$ cat config.mk
export PLATFORM = sky130hd
export DESIGN_NAME = ha_array_reducer_flat
export DESIGN_NICKNAME = d
export VERILOG_FILES = /design/src/rtl/ha_array_reducer_pkg.sv /design/src/rtl/ha_array_reducer_if.sv /design/src/rtl/ha_array_reducer_row_value.sv /design/src/rtl/ha_array_reducer.sv /design/src/flat_wrapper.sv
export SDC_FILE = /design/constraint.sdc
export NUM_CORES = 1
export LEC_CHECK = 0
export ABC_AREA = 1
export CORE_ASPECT_RATIO = 0.6
export CORE_MARGIN = 3
export CORE_UTILIZATION = 43
export CTS_BUF_LIST = sky130_fd_sc_hd__clkbuf_2
export DETAILED_ROUTE_END_ITERATION = 10
export PLACE_DENSITY = 0.77
export SYNTH_ARGS = -nofsm -noshare
export SYNTH_HDL_FRONTEND = slang
export SYNTH_SLANG_ARGS = --single-unit
$ cat constraint.sdc
create_clock -name clk -period 4.65 [get_ports clk]
set_clock_uncertainty 0.05 [all_clocks]
set_input_delay 0.465 -clock clk [delete_from_list [all_inputs] [get_ports clk]]
set_output_delay 0.465 -clock clk [all_outputs]
set_load 0.01 [all_outputs]
$ cat src/rtl/ha_array_reducer_pkg.sv
// Shared types and constants for the half-adder-array partial-product reducer.
package ha_array_pkg;

  localparam int unsigned N_ARRAYS  = 4;
  localparam int unsigned T_W       = 9;
  localparam int unsigned B_W       = 7;
  localparam int unsigned B_SHIFT   = 2;
  localparam int unsigned ROW_SHIFT = 2;
  localparam int unsigned ACC_W     = 17;
  localparam int unsigned PROD_W    = 16;

  typedef enum logic [1:0] {
    IDLE = 2'd0,
    ACC  = 2'd1,
    DONE = 2'd2
  } state_t;

  // One ha_array: carry row b (weight +2 over t) and sum row t.
  typedef struct packed {
    logic [B_W-1:0] b;
    logic [T_W-1:0] t;
  } ha_row_t;

endpackage

$ cat src/rtl/ha_array_reducer_if.sv
// Bundle-in / product-out handshake bus of the ha_array reducer.
// master: producer of row bundles and consumer of products; slave: the reducer.
interface ha_array_reducer_if;
  import ha_array_pkg::*;

  logic              in_valid;
  logic              in_ready;
  logic [B_W-1:0]    ha_array_0_b;
  logic [B_W-1:0]    ha_array_1_b;
  logic [B_W-1:0]    ha_array_2_b;
  logic [B_W-1:0]    ha_array_3_b;
  logic [T_W-1:0]    ha_array_0_t;
  logic [T_W-1:0]    ha_array_1_t;
  logic [T_W-1:0]    ha_array_2_t;
  logic [T_W-1:0]    ha_array_3_t;
  logic              out_valid;
  logic              out_ready;
  logic [PROD_W-1:0] prod;
  logic              ovf;
  logic              busy;

  modport master (
    output in_valid, out_ready,
    output ha_array_0_b, ha_array_1_b, ha_array_2_b, ha_array_3_b,
    output ha_array_0_t, ha_array_1_t, ha_array_2_t, ha_array_3_t,
    input  in_ready, out_valid, prod, ovf, busy
  );

  modport slave (
    input  in_valid, out_ready,
    input  ha_array_0_b, ha_array_1_b, ha_array_2_b, ha_array_3_b,
    input  ha_array_0_t, ha_array_1_t, ha_array_2_t, ha_array_3_t,
    output in_ready, out_valid, prod, ovf, busy
  );

endinterface

$ cat src/rtl/ha_array_reducer_row_value.sv
// Weighted value of one ha_array: (t + (b << 2)) << (2k).
module ha_array_row_value
  import ha_array_pkg::*;
(
  input  ha_row_t          row,
  input  logic [1:0]       k,
  output logic [ACC_W-1:0] value_c
);

  logic [ACC_W-1:0] base_c;

  // Combine the two rows, then place the array at its column offset.
  always_comb begin
    base_c  = ACC_W'(row.t) + (ACC_W'(row.b) << B_SHIFT);
    value_c = base_c << (ROW_SHIFT * 32'(k));
  end

endmodule

$ cat src/rtl/ha_array_reducer.sv
// ha_array_reducer: accepts a bundle of four ha_array row pairs and folds
// ROWS_PER_CYCLE arrays per cycle into a 17-bit accumulator, presenting the
// 16-bit product with valid/ready.
// Optional build macro HA_ARRAY_REDUCER_SAT_EN: saturate prod to 16'hFFFF
// when the accumulator overflows 16 bits (ovf reports it in both builds).
module ha_array_reducer
  import ha_array_pkg::*;
#(
  parameter int unsigned ROWS_PER_CYCLE = 1
)
(
  input  logic             clk,
  input  logic             rst_n,
  ha_array_reducer_if.slave bus
);

  localparam int unsigned R     = ROWS_PER_CYCLE;
  localparam int unsigned IDX_W = 2;

  if (!(R == 1 || R == 2 || R == 4)) begin : g_bad_rows_per_cycle
    $error("ha_array_reducer: ROWS_PER_CYCLE must be 1, 2 or 4");
  end

  state_t                     state_q, state_d;
  logic [ACC_W-1:0]           acc_q, acc_d;
  logic [IDX_W-1:0]           idx_q, idx_d;
  ha_row_t [N_ARRAYS-1:0]     rows_q, rows_d, in_rows_c;
  logic [PROD_W-1:0]          prod_q, prod_d, prod_fin_c;
  logic                       ovf_q, ovf_d;
  logic                       load_c;
  logic                       last_c;
  logic [ACC_W-1:0]           acc_sum_c;
  logic [ACC_W-1:0]           part_c [R+1];

  // Gather the port rows into the packed bundle form.
  always_comb begin
    in_rows_c[0] = '{b: bus.ha_array_0_b, t: bus.ha_array_0_t};
    in_rows_c[1] = '{b: bus.ha_array_1_b, t: bus.ha_array_1_t};
    in_rows_c[2] = '{b: bus.ha_array_2_b, t: bus.ha_array_2_t};
    in_rows_c[3] = '{b: bus.ha_array_3_b, t: bus.ha_array_3_t};
  end

  assign part_c[0] = acc_q;

  // R weighting lanes, chained into the running accumulator sum.
  for (genvar j = 0; j < R; j++) begin : g_lane
    logic [IDX_W-1:0] k_c;
    logic [ACC_W-1:0] value_c;

    assign k_c = idx_q + IDX_W'(j);

    ha_array_row_value u_row_value (
      .row     (rows_q[k_c]),
      .k       (k_c),
      .value_c (value_c)
    );

    assign part_c[j+1] = part_c[j] + value_c;
  end

  assign acc_sum_c = part_c[R];
  assign last_c    = (32'(idx_q) + R == N_ARRAYS);

  // Final product formatting: wrap by default, optional saturation.
`ifdef HA_ARRAY_REDUCER_SAT_EN
  assign prod_fin_c = acc_sum_c[ACC_W-1] ? {PROD_W{1'b1}} : acc_sum_c[PROD_W-1:0];
`else
  assign prod_fin_c = acc_sum_c[PROD_W-1:0];
`endif

  // Next-state, datapath updates and in_ready.
  always_comb begin
    state_d      = state_q;
    acc_d        = acc_q;
    idx_d        = idx_q;
    rows_d       = rows_q;
    prod_d       = prod_q;
    ovf_d        = ovf_q;
    load_c       = 1'b0;
    bus.in_ready = 1'b0;

    unique case (state_q)
      IDLE: begin
        bus.in_ready = 1'b1;
        load_c       = bus.in_valid;
      end
      ACC: begin
        acc_d = acc_sum_c;
        idx_d = idx_q + IDX_W'(R);
        if (last_c) begin
          state_d = DONE;
          prod_d  = prod_fin_c;
          ovf_d   = acc_sum_c[ACC_W-1];
        end
      end
      DONE: begin
        // A new bundle may enter on the same edge the product leaves.
        bus.in_ready = bus.out_ready;
        if (bus.out_ready) begin
          if (bus.in_valid) begin
            load_c = 1'b1;
          end else begin
            state_d = IDLE;
          end
        end
      end
      default: state_d = IDLE;
    endcase

    if (load_c) begin
      rows_d  = in_rows_c;
      acc_d   = '0;
      idx_d   = '0;
      state_d = ACC;
    end
  end

  // State and datapath registers.
  always_ff @(posedge clk or negedge rst_n) begin
    if (!rst_n) begin
      state_q <= IDLE;
      acc_q   <= '0;
      idx_q   <= '0;
      rows_q  <= '0;
      prod_q  <= '0;
      ovf_q   <= 1'b0;
    end else begin
      state_q <= state_d;
      acc_q   <= acc_d;
      idx_q   <= idx_d;
      rows_q  <= rows_d;
      prod_q  <= prod_d;
      ovf_q   <= ovf_d;
    end
  end

  assign bus.out_valid = (state_q == DONE);
  assign bus.busy      = (state_q != IDLE);
  assign bus.prod      = prod_q;
  assign bus.ovf       = ovf_q;

endmodule

$ cat src/flat_wrapper.sv
// flat-port wrapper written by rule: the top's interface ports become plain ports
module ha_array_reducer_flat import ha_array_pkg::*;
#(
  parameter int unsigned ROWS_PER_CYCLE = 1
)
  (clk, rst_n, bus_in_valid, bus_out_ready, bus_ha_array_0_b, bus_ha_array_1_b, bus_ha_array_2_b, bus_ha_array_3_b, bus_ha_array_0_t, bus_ha_array_1_t, bus_ha_array_2_t, bus_ha_array_3_t, bus_in_ready, bus_out_valid, bus_prod, bus_ovf, bus_busy);
  ha_array_reducer_if bus_i ();
  input  logic clk;
  input  logic rst_n;
  input wire logic [$bits(bus_i.in_valid)-1:0] bus_in_valid;
  input wire logic [$bits(bus_i.out_ready)-1:0] bus_out_ready;
  input wire logic [$bits(bus_i.ha_array_0_b)-1:0] bus_ha_array_0_b;
  input wire logic [$bits(bus_i.ha_array_1_b)-1:0] bus_ha_array_1_b;
  input wire logic [$bits(bus_i.ha_array_2_b)-1:0] bus_ha_array_2_b;
  input wire logic [$bits(bus_i.ha_array_3_b)-1:0] bus_ha_array_3_b;
  input wire logic [$bits(bus_i.ha_array_0_t)-1:0] bus_ha_array_0_t;
  input wire logic [$bits(bus_i.ha_array_1_t)-1:0] bus_ha_array_1_t;
  input wire logic [$bits(bus_i.ha_array_2_t)-1:0] bus_ha_array_2_t;
  input wire logic [$bits(bus_i.ha_array_3_t)-1:0] bus_ha_array_3_t;
  output wire logic [$bits(bus_i.in_ready)-1:0] bus_in_ready;
  output wire logic [$bits(bus_i.out_valid)-1:0] bus_out_valid;
  output wire logic [$bits(bus_i.prod)-1:0] bus_prod;
  output wire logic [$bits(bus_i.ovf)-1:0] bus_ovf;
  output wire logic [$bits(bus_i.busy)-1:0] bus_busy;
  assign bus_i.in_valid = bus_in_valid;
  assign bus_i.out_ready = bus_out_ready;
  assign bus_i.ha_array_0_b = bus_ha_array_0_b;
  assign bus_i.ha_array_1_b = bus_ha_array_1_b;
  assign bus_i.ha_array_2_b = bus_ha_array_2_b;
  assign bus_i.ha_array_3_b = bus_ha_array_3_b;
  assign bus_i.ha_array_0_t = bus_ha_array_0_t;
  assign bus_i.ha_array_1_t = bus_ha_array_1_t;
  assign bus_i.ha_array_2_t = bus_ha_array_2_t;
  assign bus_i.ha_array_3_t = bus_ha_array_3_t;
  assign bus_in_ready = bus_i.in_ready;
  assign bus_out_valid = bus_i.out_valid;
  assign bus_prod = bus_i.prod;
  assign bus_ovf = bus_i.ovf;
  assign bus_busy = bus_i.busy;
  ha_array_reducer #(.ROWS_PER_CYCLE(ROWS_PER_CYCLE)) u_core (.clk(clk), .rst_n(rst_n), .bus(bus_i));
endmodule
# Word-level counts from Yosys, hierarchy flattened
# Index checks and enable logic that the tools add are counted.
[classes]
shifts = 1
n_reduce_logical = 5
eq_ne = 7
n_div = 0
n_lt_le_gt_ge = 1
mux = 15
bitwise = 0
mul = 0
n_addsub = 4
[ops]
columns = ["operator", "n"]
rows = [
  ["17-bit two-way mux", 2],
  ["16-bit binary-select mux with 2-bit select", 1],
  ["32-bit by 3-bit == test with 1-bit output, second input constant", 1],
  ["17-bit adder", 1],
  ["10-bit by 3-bit << shifter with 17-bit output", 1],
  ["16-bit two-way mux", 1],
  ["2-bit two-way mux", 6],
  ["9-bit by 9-bit adder with 10-bit output", 1],
  ["3-bit by 2-bit inequality test with 1-bit output, second input constant", 2],
  ["2-bit case mux with 3 select lines", 1],
  ["1-bit case mux with 2 select lines", 2],
  ["4-bit AND reduction", 1],
  ["2-bit nonzero test", 2],
  ["2-bit by 1-bit adder with 3-bit output, second input constant", 1],
  ["2-bit by 3-bit < comparator with 1-bit output, second input constant", 1],
  ["3-bit by 1-bit inequality test with 1-bit output, second input constant", 1],
  ["2-bit by 1-bit adder with 2-bit output, second input constant", 1],
  ["2-bit by 1-bit == test with 1-bit output, second input constant", 1],
  ["2-bit == test, second input constant", 1],
  ["2-bit logical NOT", 1],
  ["1-bit two-way mux", 2],
  ["2-bit by 1-bit inequality test with 1-bit output, second input constant", 1],
  ["2-bit AND reduction", 1],
]
[totals]
reg_bits = 102
out_inout_bits = 20
ram_bits = 0
mem_count = 0
latchBits = 0
inputBits = 68
word_cells = 46
rom_bits = 0

# Logic depth before layout (Yosys ltp)
[depth]
depth_word = 7
ltp_mapped = 24
ltp_nobuf = 22

# Cells and area by module
# From an unflattened synthesis, not the netlist that was laid out.
[hier_totals]
cells_unflattened = 823
area_unflattened_um2 = 5918.2
[modules_own_cells]
columns = ["mod", "seq_area_each_um2", "n_inst", "cells_per_inst", "area_per_inst_um2"]
rows = [
  ["ha_array_reducer", 2552.4, 1, 711, 5302.6],
  ["ha_array_row_value", 0.0, 1, 112, 615.6],
]

# Worst setup path before layout
# Ideal clock, no wire load.
[synth_path]
path_type = "flip-flop to flip-flop"
from = "register u_core.idx_q[0]"
to = "register u_core.acc_q[16]"
path_slack_ns = 1.301
period_less_slack_ns = 3.349
setup_ns = 0.118
required_time_ns = 4.482
path_stages_with_launch = 23
n_path_buf = 2
arrival_ns = 3.181
cell_sequence = "dfrtp_1 buf_4 clkinv_1 clkbuf_1 o21ai_0 o22ai_1 ha_1 fa_1 nand3_1 nand3_1 xnor2_1 nand2_1 nand3_1 o21ai_0 ha_1 nand2_1 inv_1 nand2_1 nand2_1 a21oi_1 nand3_1 nand3_1 nand2_1"
[synth_via]
elab_chain_len = 7
[synth_rtl]
columns = ["element", "line_no", "source"]
rows = [
  ["start, declared", "ha_array_reducer.sv:26", "logic [IDX_W-1:0] idx_q, idx_d;"],
  ["start signal, assigned", "ha_array_reducer.sv:130", "idx_q <= idx_d;"],
  ["16-bit binary-select mux with 2-bit select", "ha_array_reducer.sv:53", ".row (rows_q[k_c]),"],
  ["16-bit two-way mux (implied by the code)", "ha_array_reducer.sv:53", ""],
  ["9-bit by 9-bit adder with 10-bit output", "ha_array_reducer_row_value.sv:14", "base_c = ACC_W'(row.t) + (ACC_W'(row.b) << B_SHIFT);"],
  ["10-bit by 3-bit << shifter with 17-bit output *", "ha_array_reducer_row_value.sv:15", "value_c = base_c << (ROW_SHIFT * 32'(k));"],
  ["17-bit adder *", "ha_array_reducer.sv:58", "assign part_c[j+1] = part_c[j] + value_c;"],
  ["17-bit two-way mux *", "ha_array_reducer.sv:82", "unique case (state_q)"],
  ["17-bit two-way mux *", "ha_array_reducer.sv:110", "if (load_c) begin"],
  ["end signal, assigned", "ha_array_reducer.sv:122", "acc_q <= '0;"],
  ["end signal, assigned", "ha_array_reducer.sv:129", "acc_q <= acc_d;"],
  ["end, declared", "ha_array_reducer.sv:25", "logic [ACC_W-1:0] acc_q, acc_d;"],
]
# Every way passes the cells marked *; elsewhere a longest branch is shown, timed or not. The select of a mux whose other input is x is not followed.
# A chain may end at the register's enable or synchronous reset.

# Worst setup path after layout
[layout_path]
from = "register u_core.idx_q[0]"
to = "register u_core.prod_q[12] (netlist: u_core.bus.prod[12])"
[layout_via]
elab_chain_len = 5
word_cells_on_any_way = 8
classes_between = "add/sub (3); eq/ne (1); shift (1); mux (2); reduce/logical (1)"
[layout_rtl]
columns = ["element", "line_no", "source"]
rows = [
  ["16-bit binary-select mux with 2-bit select", "ha_array_reducer.sv:53", ""],
  ["16-bit two-way mux (implied by the code)", "ha_array_reducer.sv:53", ""],
  ["9-bit by 9-bit adder with 10-bit output", "ha_array_reducer_row_value.sv:14", ""],
  ["10-bit by 3-bit << shifter with 17-bit output", "ha_array_reducer_row_value.sv:15", ""],
  ["17-bit adder", "ha_array_reducer.sv:58", ""],
  ["end signal, assigned", "ha_array_reducer.sv:132", "prod_q <= prod_d;"],
  ["end, declared", "ha_array_reducer.sv:28", "logic [PROD_W-1:0] prod_q, prod_d, prod_fin_c;"],
]
# Parallel ways exist; a longest one is shown, timed or not. The select of a mux whose other input is x is not followed.

==> run_results.csv <==
group,metric,value,unit
floorplan,dieHeight,97.4,um
floorplan,design.core.area,0.0132,mm^2
sta,fmax,0.259,GHz
sta,layout_min_cycle_time,3.86,ns
yosys,synth_xor_area_share,1.46,%
yosys,synth-warning-count,0,
critical_path,cpMostUsedCell,"nand2_1",
clocking,clk_pin_slew,0.28,ns
global_route,grt_first_pass_wirelength,24.1,mm
placement,placed_cells,918,
yosys,synth_seq_area_share,42.7,%
layout,syn_to_final_growth,18.2,%
critical_path,setup.worst_path.end_class,"register",
detailed_routing,drtIter0Drc,303,
global_route,residual_overflow_from_global_routing,0,
detailed_routing,routed.top_layer,"met4",
layout,stdcell_count,935,
worst_hold_path,holdCritPathClass,"in -> reg",
floorplan,floorplan.die_area,0.0154,mm^2
detailed_routing,drc,0,
clocking,cts_root_buf,"clkbuf_2",
detailed_routing,postRouteAntennaNets,0,
yosys,synth.net_count,776,
detailed_routing,via_per_inst,5.13,
worst_hold_path,whs_path_depth,2,
global_route,grt_start_max_net_pins,70,
yosys,synth.area.mux_share,15.1,%
sta,final_min_period_over_clock_period,83.0,%
clocking,post_cts_resized,0,
detailed_routing,firstDrtPassIters,5,
placement,portBuffers,87,
clocking,clock_sink_count,102,
critical_path,r2r_start,"u_core.idx_q[0]$_DFFE_PN0P_",
clocking,tritoncts_buffers,9,
critical_path,internal_reg_to_reg_setup_slack,0.79,ns
layout,antenna-diode-count,0,
clocking,cts_tree,"built",
floorplan,width_of_the_chip,158,um
worst_hold_path,hold_path_startpoint,"bus_ha_array_3_t[0]",
clocking,clkLatencyLatePin,0.59,ns
sta,tns,0,ns
floorplan,pin_count,88,
critical_path,critical_path.max_stage_delay,0.41,ns
critical_path,worst_path_max_delay_cell,"dfrtp_1",
yosys,dominant_combinational_cell_family_by_area_after_synthesis,"simple AND/OR/NAND/NOR gates",
global_route,antenna_found_initial,0,
critical_path,path_max_fanout,27,
detailed_routing,num_vias,4798,
critical_path,cp_data_arrival_time,4.31,ns
yosys,synthesis.instances,681,
detailed_routing,wirelength,14.6,mm
critical_path,crit_type,"reg -> reg",
floorplan,floorplan.initialDensity,45.3,%
sta,hold_viol_final,0,
placement,place.gp.congestion,0.958,
critical_path,timing.reg2reg.worst_path_depth,20,
critical_path,timing.critical_path.cells,"clkinv_1 > buf_4 > o21ai_0 > o22ai_1 > ha_1 > a21oi_1 > nand3_1 > nand2_1 > nand3_1 > nand3_1 > nand2_1 > ha_1 > nand2_1 > inv_1 > a21oi_1 > nand2_1 > nand2_1 > nand3_1 > nand3_1 > nand2_1",
yosys,netlist-cell-type-count,31,
critical_path,worstSetupStartpointType,"register",
yosys,synth.avg_cell_area,8.78,um^2
layout,layout-drive-gt1-share,12.4,%
critical_path,regToRegEndpoint,"u_core.bus.prod[12]$_DFFE_PN0P_",
critical_path,crit_family,"simple AND/OR/NAND/NOR gates",
worst_hold_path,whs_endpoint,"u_core.rows_q[48]$_DFFE_PN0P_",
layout,finalNetCount,855,
sta,setup_violation_total_in_the_final_timing_report,0,
yosys,synth_seq_cells,102,
sta,grt_setup_unrepaired,"false",
sta,max_slew_margin,42.6,%
detailed_routing,met3RoutedLength,1.12,mm
clocking,cts_buffer_depth,2,
yosys,synth-simple-area-share,21.3,%
run_status,outcome,"complete, no violations",
global_route,groute.usage.overall,19.5,%
floorplan,floorplan.rows,32,
global_route,first_global_vias,4654,
clocking,htreeDepth,3,
yosys,synth_adder_area_share,5.90,%
critical_path,required,5.10,ns
detailed_routing,detail_route.wirelength.met1,8.08,mm
yosys,area_fraction_in_compound_gates_after_synthesis,6.82,%
sta,final.hold.worst_slack,0.406,ns
yosys,synth_area,0.00598,mm^2
critical_path,timing.critical_path.buf_inv,3,
sta,timing_worst_slew_pin_value,0.862,ns
detailed_routing,met2WireLength,5.32,mm
detailed_routing,post_drt_wl_per_cell,15.6,um
placement,place_hpwl,10.7,mm
sta,number_of_slew_limit_violations_in_the_final_report,0,
job,max_cap_violations,0,
-- registers in the layout, summed over array words and instances (netlist names) --
signal           count
u_core.rows_q       64
u_core.acc_q        17
u_core.bus.prod     16
u_core.idx_q         2
u_core.state_q       2
u_core.bus.ovf       1
-- routing by layer --
layer  vias to the layer above  global-route usage (%)
met4                         0                    2.38
li1                       2387                       -
met2                       170                    24.4
met5                         -                       0
met3                         9                    4.32
met1                      2232                    33.8
-- what timing repair did --
| action | in CTS | in global routing |
|---|---|---|
| hold buffers | 1 | 0 |
| setup buffers | 0 | 0 |
| hold endpoints to repair | 68 | 0 |
-- cells by family after synthesis --
kind of cell / Yosys count
and+or+nand+nor: 310
DFF: 102
buffers and inverters: 92
AOI/OAI and AO/OA: 76
muxes: 64
adders and majority gates: 27
xor gates and xnor gates: 10
-- per-stage QoR --
step	area, um^2	worst slack [ns]	utilization [%]
after detailed placement	6960	0.873	52.7
final	7070	0.790	53.5
after global placement	6960	1.01	52.7
after floorplan	5980	1.30	-
after CTS	7070	0.838	53.5
after global routing	7070	0.307	53.5
-- layout make-up --
| cell class | count | area [um^2] |
|---|---|---|
| Fill cell | 1223 | 6150 |
| Multi-Input combinational cell | 487 | 3030 |
| Sequential cell | 102 | 2550 |
| Timing Repair Buffer | 95 | 931 |
| Inverter | 65 | 244 |
| Tap cell | 170 | 213 |
| Clock buffer | 10 | 50.0 |
| Clock inverter | 6 | 45.0 |
-- worst reg2reg max path, stage by stage (launching register included) --
cell and delay (ns):
dfrtp_1 0.41, clkinv_1 0.35, buf_4 0.37, o21ai_0 0.17
o22ai_1 0.11, ha_1 0.34, a21oi_1 0.28, nand3_1 0.12
nand2_1 0.10, nand3_1 0.09, nand3_1 0.10, nand2_1 0.08
ha_1 0.33, nand2_1 0.12, inv_1 0.07, a21oi_1 0.14
nand2_1 0.13, nand2_1 0.10, nand3_1 0.13, nand3_1 0.13
nand2_1 0.05
-- worst max-delay path by stage --
| stage | startpoint | endpoint | depth (start not counted) |
|---|---|---|---|
| after floorplan | u_core.idx_q[0]$_DFFE_PN0P_ | u_core.acc_q[16]$_DFFE_PN0P_ | 22 |
| after global placement | u_core.idx_q[0]$_DFFE_PN0P_ | u_core.bus.prod[12]$_DFFE_PN0P_ | 20 |
| after detailed placement | u_core.idx_q[0]$_DFFE_PN0P_ | u_core.bus.prod[11]$_DFFE_PN0P_ | 20 |
| after CTS | u_core.idx_q[0]$_DFFE_PN0P_ | u_core.bus.prod[11]$_DFFE_PN0P_ | 20 |
| after global routing | u_core.idx_q[0]$_DFFE_PN0P_ | u_core.bus.prod[13]$_DFFE_PN0P_ | 22 |
| final | u_core.idx_q[0]$_DFFE_PN0P_ | u_core.bus.prod[12]$_DFFE_PN0P_ | 20 |
-- cells in the mapped netlist (all sizes together) --
cell type,n,area share (%)
or2,2,0.21
o31ai,1,0.13
clkinv,1,0.063
dfrtp,102,43
nand3,48,4.0
o22ai,15,1.6
inv,64,4.0
fa,2,0.67
nand4,5,0.52
o21ai,47,3.9
nor3,5,0.42
xnor2,8,1.2
nor2,46,3.0
xor2,2,0.29
a21oi,11,0.92
a22o,1,0.15
and2,2,0.21
ha,25,5.2
nand2,199,12
mux2,64,15
clkbuf,13,0.82
o21a,1,0.13
nand3b,3,0.38
buf,14,1.9
-- placed cells by master, fill, tap and decap left out, drive strengths merged, types with 4 or more instances in the layout --
| cell type | Yosys | routed |
|---|---|---|
| a21oi | 11 | 11 |
| mux2 | 64 | 64 |
| ha | 25 | 25 |
| inv | 64 | 66 |
| clkinv | 1 | 4 |
| nand3 | 48 | 48 |
| xnor2 | 8 | 8 |
| buf | 14 | 8 |
| nand2 | 199 | 199 |
| clkbuf | 13 | 10 |
| nor3 | 5 | 5 |
| o21ai | 47 | 47 |
| nand4 | 5 | 5 |
| o22ai | 15 | 15 |
| clkdlybuf4s50 | 0 | 86 |
| dfrtp | 102 | 102 |
| nor2 | 46 | 46 |
Power is not shown: default switching activity piles up to over one toggle a cycle in this logic, so the estimate is an artifact.
